<file path="src/rtl/data_in_seq_pkg.sv">
// Shared constants for the capture sequencer: register map, FSM encodings, register bit positions.
// No logic; imported by the FIFO and the top level.
package data_in_seq_pkg;

  localparam logic [1:0] ADDR_DATA   = 2'd0;
  localparam logic [1:0] ADDR_STATUS = 2'd1;
  localparam logic [1:0] ADDR_CTRL   = 2'd2;
  localparam logic [1:0] ADDR_CMD    = 2'd3;

  localparam logic [1:0] ST_IDLE = 2'd0;
  localparam logic [1:0] ST_RUN  = 2'd1;
  localparam logic [1:0] ST_OVF  = 2'd2;

  localparam int STAT_EMPTY_BIT = 16;
  localparam int STAT_FULL_BIT  = 17;
  localparam int STAT_OVF_BIT   = 18;
  localparam int STAT_STATE_LSB = 20;

  localparam int CTRL_EN_BIT     = 0;
  localparam int CTRL_IRQ_EN_BIT = 1;
  localparam int CTRL_THR_LSB    = 8;

  localparam int CMD_CLR_OVF_BIT = 0;
  localparam int CMD_FLUSH_BIT   = 1;

endpackage

</file>
<file path="src/rtl/data_in_seq_fifo.sv">
// Synchronous FIFO with flush; head is presented combinationally on dout.
// Latency: push visible in level one cycle later. Backpressure: push while full is ignored unless popping.
module data_in_seq_fifo #(
  parameter int WIDTH = 16,
  parameter int DEPTH = 16
) (
  input  logic                     clk,
  input  logic                     reset_n,
  input  logic                     push,
  input  logic                     pop,
  input  logic                     flush,
  input  logic [WIDTH-1:0]         din,
  output logic [WIDTH-1:0]         dout,
  output logic [$clog2(DEPTH):0]   level,
  output logic                     empty,
  output logic                     full
);

  localparam int PTR_W = $clog2(DEPTH);

  logic [WIDTH-1:0] mem [DEPTH];
  logic [PTR_W-1:0] wr_ptr;
  logic [PTR_W-1:0] rd_ptr;
  logic             do_pop;
  logic             do_push;

  assign empty   = (level == '0);
  assign full    = (level == (PTR_W+1)'(DEPTH));
  assign do_pop  = pop & ~empty;
  // A pop in the same cycle frees the slot, so a full FIFO can still accept.
  assign do_push = push & (~full | do_pop);
  assign dout    = mem[rd_ptr];

  always_ff @(posedge clk) begin
    if (!reset_n || flush) begin
      wr_ptr <= '0;
      rd_ptr <= '0;
      level  <= '0;
    end else begin
      if (do_push) wr_ptr <= wr_ptr + 1'b1;
      if (do_pop)  rd_ptr <= rd_ptr + 1'b1;
      case ({do_push, do_pop})
        2'b10:   level <= level + 1'b1;
        2'b01:   level <= level - 1'b1;
        default: level <= level;
      endcase
    end
  end

  always_ff @(posedge clk) begin
    if (reset_n && !flush && do_push) mem[wr_ptr] <= din;
  end

endmodule

</file>
<file path="src/rtl/data_in_capture_seq.sv">
// Capture sequencer: samples into a FIFO while RUN, Avalon-MM drain slave, level/overflow IRQ.
// Latency: 1-cycle registered reads; samples arriving at a full FIFO are dropped and flag overflow.
// Optional DATA_IN_TIMESTAMP_EN stores a 16-bit cycle stamp in DATA[31:16].
module data_in_capture_seq
  import data_in_seq_pkg::*;
#(
  parameter int DATA_W = 16,
  parameter int DEPTH  = 16
) (
  input  logic              clk,
  input  logic              reset_n,
  input  logic [1:0]        address,
  input  logic              chipselect,
  input  logic              read_n,
  input  logic              write_n,
  input  logic [31:0]       writedata,
  output logic [31:0]       readdata,
  input  logic [DATA_W-1:0] in_port,
  input  logic              in_valid,
  output logic              irq
);

  localparam int LVL_W = $clog2(DEPTH) + 1;
`ifdef DATA_IN_TIMESTAMP_EN
  localparam int ENTRY_W = 32;
`else
  localparam int ENTRY_W = DATA_W;
`endif

  logic               rd, wr;
  logic [1:0]         state;
  logic               enable, irq_en, ovf;
  logic [LVL_W-1:0]   thr;
  logic [LVL_W-1:0]   level;
  logic               empty, full;
  logic [ENTRY_W-1:0] fifo_din, fifo_dout;
  logic               fifo_push, fifo_pop, flush, clr_ovf, push_req, overflow;
  logic [31:0]        status_word, ctrl_word;
  logic               unused_wd;

  assign rd        = chipselect & ~read_n;
  assign wr        = chipselect & ~write_n;
  assign fifo_pop  = rd & (address == ADDR_DATA) & ~empty;
  assign flush     = wr & (address == ADDR_CMD) & writedata[CMD_FLUSH_BIT];
  assign clr_ovf   = wr & (address == ADDR_CMD) & writedata[CMD_CLR_OVF_BIT];
  assign push_req  = (state == ST_RUN) & in_valid;
  // Flush drops the sample outright, so it never counts as an overflow.
  assign overflow  = push_req & full & ~fifo_pop & ~flush;
  assign fifo_push = push_req & ~flush & (~full | fifo_pop);
  assign unused_wd = ^{writedata[31:CTRL_THR_LSB+LVL_W], writedata[CTRL_THR_LSB-1:2]};

`ifdef DATA_IN_TIMESTAMP_EN
  logic [15:0] ts;
  always_ff @(posedge clk) begin
    if (!reset_n) ts <= '0;
    else          ts <= ts + 1'b1;
  end
  assign fifo_din = {ts, 16'(in_port)};
`else
  assign fifo_din = in_port;
`endif

  data_in_seq_fifo #(.WIDTH(ENTRY_W), .DEPTH(DEPTH)) u_fifo (
    .clk     (clk),
    .reset_n (reset_n),
    .push    (fifo_push),
    .pop     (fifo_pop),
    .flush   (flush),
    .din     (fifo_din),
    .dout    (fifo_dout),
    .level   (level),
    .empty   (empty),
    .full    (full)
  );

  always_comb begin
    status_word = '0;
    status_word[LVL_W-1:0]            = level;
    status_word[STAT_EMPTY_BIT]       = empty;
    status_word[STAT_FULL_BIT]        = full;
    status_word[STAT_OVF_BIT]         = ovf;
    status_word[STAT_STATE_LSB +: 2]  = state;
    ctrl_word = '0;
    ctrl_word[CTRL_EN_BIT]            = enable;
    ctrl_word[CTRL_IRQ_EN_BIT]        = irq_en;
    ctrl_word[CTRL_THR_LSB +: LVL_W]  = thr;
  end

  always_ff @(posedge clk) begin
    if (!reset_n) begin
      readdata <= '0;
      enable   <= 1'b0;
      irq_en   <= 1'b0;
      thr      <= '0;
      ovf      <= 1'b0;
      state    <= ST_IDLE;
      irq      <= 1'b0;
    end else begin
      if (rd) begin
        case (address)
          ADDR_DATA:   readdata <= empty ? 32'd0 : 32'(fifo_dout);
          ADDR_STATUS: readdata <= status_word;
          ADDR_CTRL:   readdata <= ctrl_word;
          default:     readdata <= 32'd0;
        endcase
      end
      if (wr && address == ADDR_CTRL) begin
        enable <= writedata[CTRL_EN_BIT];
        irq_en <= writedata[CTRL_IRQ_EN_BIT];
        thr    <= writedata[CTRL_THR_LSB +: LVL_W];
      end
      if (overflow)     ovf <= 1'b1;
      else if (clr_ovf) ovf <= 1'b0;
      case (state)
        ST_IDLE: if (enable) state <= ST_RUN;
        ST_RUN: begin
          if (overflow)     state <= ST_OVF;
          else if (!enable) state <= ST_IDLE;
        end
        ST_OVF:  if (!ovf) state <= enable ? ST_RUN : ST_IDLE;
        default: state <= ST_IDLE;
      endcase
      irq <= irq_en & (((thr != '0) & (level >= thr)) | ovf);
    end
  end

endmodule

</file>
<file path="config.mk">
export PLATFORM = sky130hd
export DESIGN_NAME = data_in_capture_seq
export DESIGN_NICKNAME = d
export VERILOG_FILES = /design/src/rtl/data_in_seq_pkg.sv /design/src/rtl/data_in_seq_fifo.sv /design/src/rtl/data_in_capture_seq.sv
export SDC_FILE = /design/constraint.sdc
export NUM_CORES = 1
export LEC_CHECK = 0
export BUFFER_PORTS_ARGS = -buffer_cell sky130_fd_sc_hd__buf_2
export CAP_MARGIN = 10
export CORE_MARGIN = 2
export CORE_UTILIZATION = 50
export DETAILED_ROUTE_END_ITERATION = 12
export PLACE_DENSITY_LB_ADDON = 0.1
export SLEW_MARGIN = 20
export SYNTH_ARGS = -nofsm -noshare
export SYNTH_HDL_FRONTEND = slang
export SYNTH_SLANG_ARGS = --single-unit
</file>
<file path="constraint.sdc">
create_clock -name clk -period 2.8 [get_ports clk]
set_input_delay 0.14 -clock clk [delete_from_list [all_inputs] [get_ports clk]]
set_output_delay 0.14 -clock clk [all_outputs]
set_load 0.05 [all_outputs]
</file>
==> flow_summary.ini <==
[outcome]
status = completed

[power_and_ir_drop]
combPwrFrac_pct = 1.9
p_int_mw = 7.709
p_total_mw = 9.566
switching_share_pct = 19.41
ir_drop_v = 0.0004037
power_frac_seq_pct = 51.4
p_clk_share_pct = 46.7
power_density_nw_per_um2 = 663.6
p_sw_mw = 1.857
p_leak_nw = 4.733

[setup_path]
worstPathArrival_ps = 3020
setup.worst_path.start_class = flip-flop
r2r_setup_slack_ps = 210
critPathSlowestCell = dfxtp_1
critPathKind = flip-flop to flip-flop
cp.buffers_inverters = 1
regToRegStartpoint = u_fifo.level[2]$_SDFFE_PP0P_
crit_required_ps = 3220
end_kind = flip-flop
path_max_fanout = 5
crit_top_cell = a21oi_1
slowest_delay_ps = 460
endpoint = u_fifo.level[4]$_SDFFE_PP0P_
critPathTopFamily = compound AO/OA/AOI/OAI gates
critPathLaunch = u_fifo.level[2]$_SDFFE_PP0P_
path_cells = nor4_4 -> buf_4 -> a2111oi_4 -> ha_4 -> ha_1 -> a21o_1 -> a21oi_1 -> xor2_1 -> or3_1 -> a21oi_1
path_depth = 10
ff2ff_path_depth = 10
r2r-end = u_fifo.level[4]$_SDFFE_PP0P_

[yosys]
netlist_instances = 671
yosys_warnings = 0
postSynthAreaPerCell_um2 = 18.31
async_flop_share_pct = 0
ys.flop_type = edfxtp_1
seq_area_frac_synth_pct = 70.54
yosys.cell_types.count = 56
synth_area_um2 = 12290
synth_edf_count = 256
synth.ff_latch_count = 305

[route]
wl_mm = 27.06
via_per_inst = 5.804
drt_iter0_drc = 660
vias = 6564
drc = 0
wire_per_inst_um = 23.92
ant_nets = 0
first_pass_iters = 5

[cts]
path_clk_slew_ps = 60
cts-root-buf = clkbuf_16
cts.path.max_buffers = 3
cts_made_buffers = 34
htree_levels = 2
cts_setup_buffers = 0
insertion_delay_ps = 500
cts_sinks = 305
cts_tree = built

[floorplanning]
die-area_um2 = 25850
core_um2 = 24250
die_w_um = 160.8
fp.dieH_um = 160.8
core.rowCount = 57
ios = 89
start_util_pct = 50.68

[layout]
antenna_cells = 0
design_area_um2 = 14410
fin_nets = 853
area_growth_pct = 17.29
layout-drive-gt1-share_pct = 30.73

[grt]
grt_max_degree = 30
antenna_found_initial = 1
grt_pass1_vias = 6714
grt_pass1_wl_mm = 41.12
grt-ovfl-total = 0
grt_util_all_layers_pct = 21.48

[sta]
hold_viol_final = 0
worst_slew_pin_slew_ps = 595.3
rsz0062_at_grt = false
setup_violations = 0
drv_slew = 0
setup_tns_ps = 0
maxSlewHeadroom_pct = 60.31
min_period_ps = 2592
clock_skew_ps = 21.92
fmax_ghz = 0.3858
holdWs_ps = 10.81
fin_crit_sh_pct = 92.56

[worst_hold_path]
min_path_type = input port to flip-flop
min_path_cells = 1

[place]
port_buffers = 52
placed_area_um2 = 13170
gp_congestion = 0.8319
dp_hpwl_mm = 16.79

[run]
drv_cap = 0
## cell usage after synthesis, types with 4 or more instances
cell type  number  area [um^2]
edfxtp_1      256         7687
dfxtp_1        49        980.9
mux4_2         47         1059
nor2_1         41        153.9
nand2_1        32        120.1
mux2i_1        22        220.2
a21oi_1        19        95.09
mux4_1         17        446.7
buf_4          15        112.6
ha_1           14        175.2
clkbuf_1       13        48.80
nand3_1        12        60.06
a22oi_1        10        75.07
inv_1           9        33.78
o211ai_1        9        67.56
a32o_1          7        70.07
mux2_2          7        78.83
o211ai_2        7        87.58
o21ai_2         7        61.31
buf_2           6        30.03
xor2_1          6        52.55
nor2b_1         5        31.28
o21ai_0         5        25.02
xnor2_1         4        35.03
## layer usage
metal	part of all wire, %	global-route usage (%)	up-vias
met2	48	34.80	231
met5	0	0	-
met1	44	30.53	3397
li1	-	-	2898
met3	5.8	3.745	38
met4	2.0	5.966	0
## registers in the layout, summed over array words and instances (netlist names), named ones only
signal / count
u_fifo.wr_ptr: 4
enable: 1
u_fifo.mem: 256
readdata: 21
state: 2
thr: 5
ovf: 1
u_fifo.rd_ptr: 4
u_fifo.level: 5
irq_en: 1
irq: 1
## cell families (layout without fill, tap and decap cells)
family | count (synthesis) | after routing | synth area share, %
AO/OA/AOI/OAI | 75 | 75 | 4.856
XOR/XNOR | 10 | 10 | 0.7127
adder cells (fa/ha/maj) | 15 | 15 | 1.588
buffers and inverters | 56 | 182 | 2.922
flip-flops | 305 | 305 | 70.54
multiplexers | 93 | 93 | 14.68
other | 1 | 11 | 0.03051
AND/OR/NAND/NOR | 116 | 116 | 4.673
## power groups by stage
stage | Combinational (mW) | Clock [mW] | Sequential, mW
6_report | 0.178 | 4.47 | 4.92
3_5_place_dp | 0.167 | 0 | 5.01
2_1_floorplan | 0.0839 | 0 | 5.02
5_1_grt | 0.193 | 4.77 | 4.91
4_1_cts | 0.177 | 4.57 | 4.92
3_3_place_gp | 0.156 | 0 | 5.01
## through the flow
stage                     cells  setup WS [ps]  util [%]
after global placement     1061          155.2     54.33
after CTS                  1131          119.1     59.39
final                      1131          208.2     59.44
after detailed placement   1061          104.9     54.33
after floorplan             681          53.63         -
after global routing       1131          32.17     59.44
## final cells by class
class	instances	area (um^2)
well taps	324	405.4
repair buffers	111	775.7
multi-input cells	320	3383
clock inverters	18	200.2
fillers	1829	9834
inverters	10	37.54
flip-flops and latches	305	8675
clock buffers	43	937.1
## cell usage in the layout (no fill, tap or decap), types with 10 or more instances in the layout
| cell | count |
|---|---|
| nand3_1 | 12 |
| ha_1 | 13 |
| mux4_2 | 47 |
| buf_2 | 52 |
| edfxtp_1 | 256 |
| a22oi_1 | 10 |
| conb_1 | 11 |
| mux4_1 | 17 |
| dfxtp_1 | 46 |
| nand2_1 | 32 |
| a21oi_1 | 19 |
| buf_4 | 46 |
| nor2_1 | 29 |
| nor2_2 | 12 |
| mux2i_1 | 22 |
| clkbuf_16 | 36 |
## timing repair
| action | 4_1_cts | 5_1_grt |
|---|---|---|
| hold endpoints to repair | 19 | 0 |
| gates resized for setup | 0 | 2 |
| endpoints found under the setup margin | 0 | 1 |
| hold buffers | 9 | 0 |
## worst min-delay path by stage
stage                        startpoint                           to
final                       in_port[10]  u_fifo.mem[4][10]$_DFFE_PP_
after global routing        in_port[11]  u_fifo.mem[5][11]$_DFFE_PP_
after CTS                    in_port[5]   u_fifo.mem[0][5]$_DFFE_PP_
after detailed placement  writedata[10]          thr[2]$_SDFFE_PN0P_
after global placement     writedata[9]          thr[1]$_SDFFE_PN0P_
after floorplan              in_port[0]   u_fifo.mem[0][0]$_DFFE_PP_
Note: power is estimated with default switching activity, not from simulation.
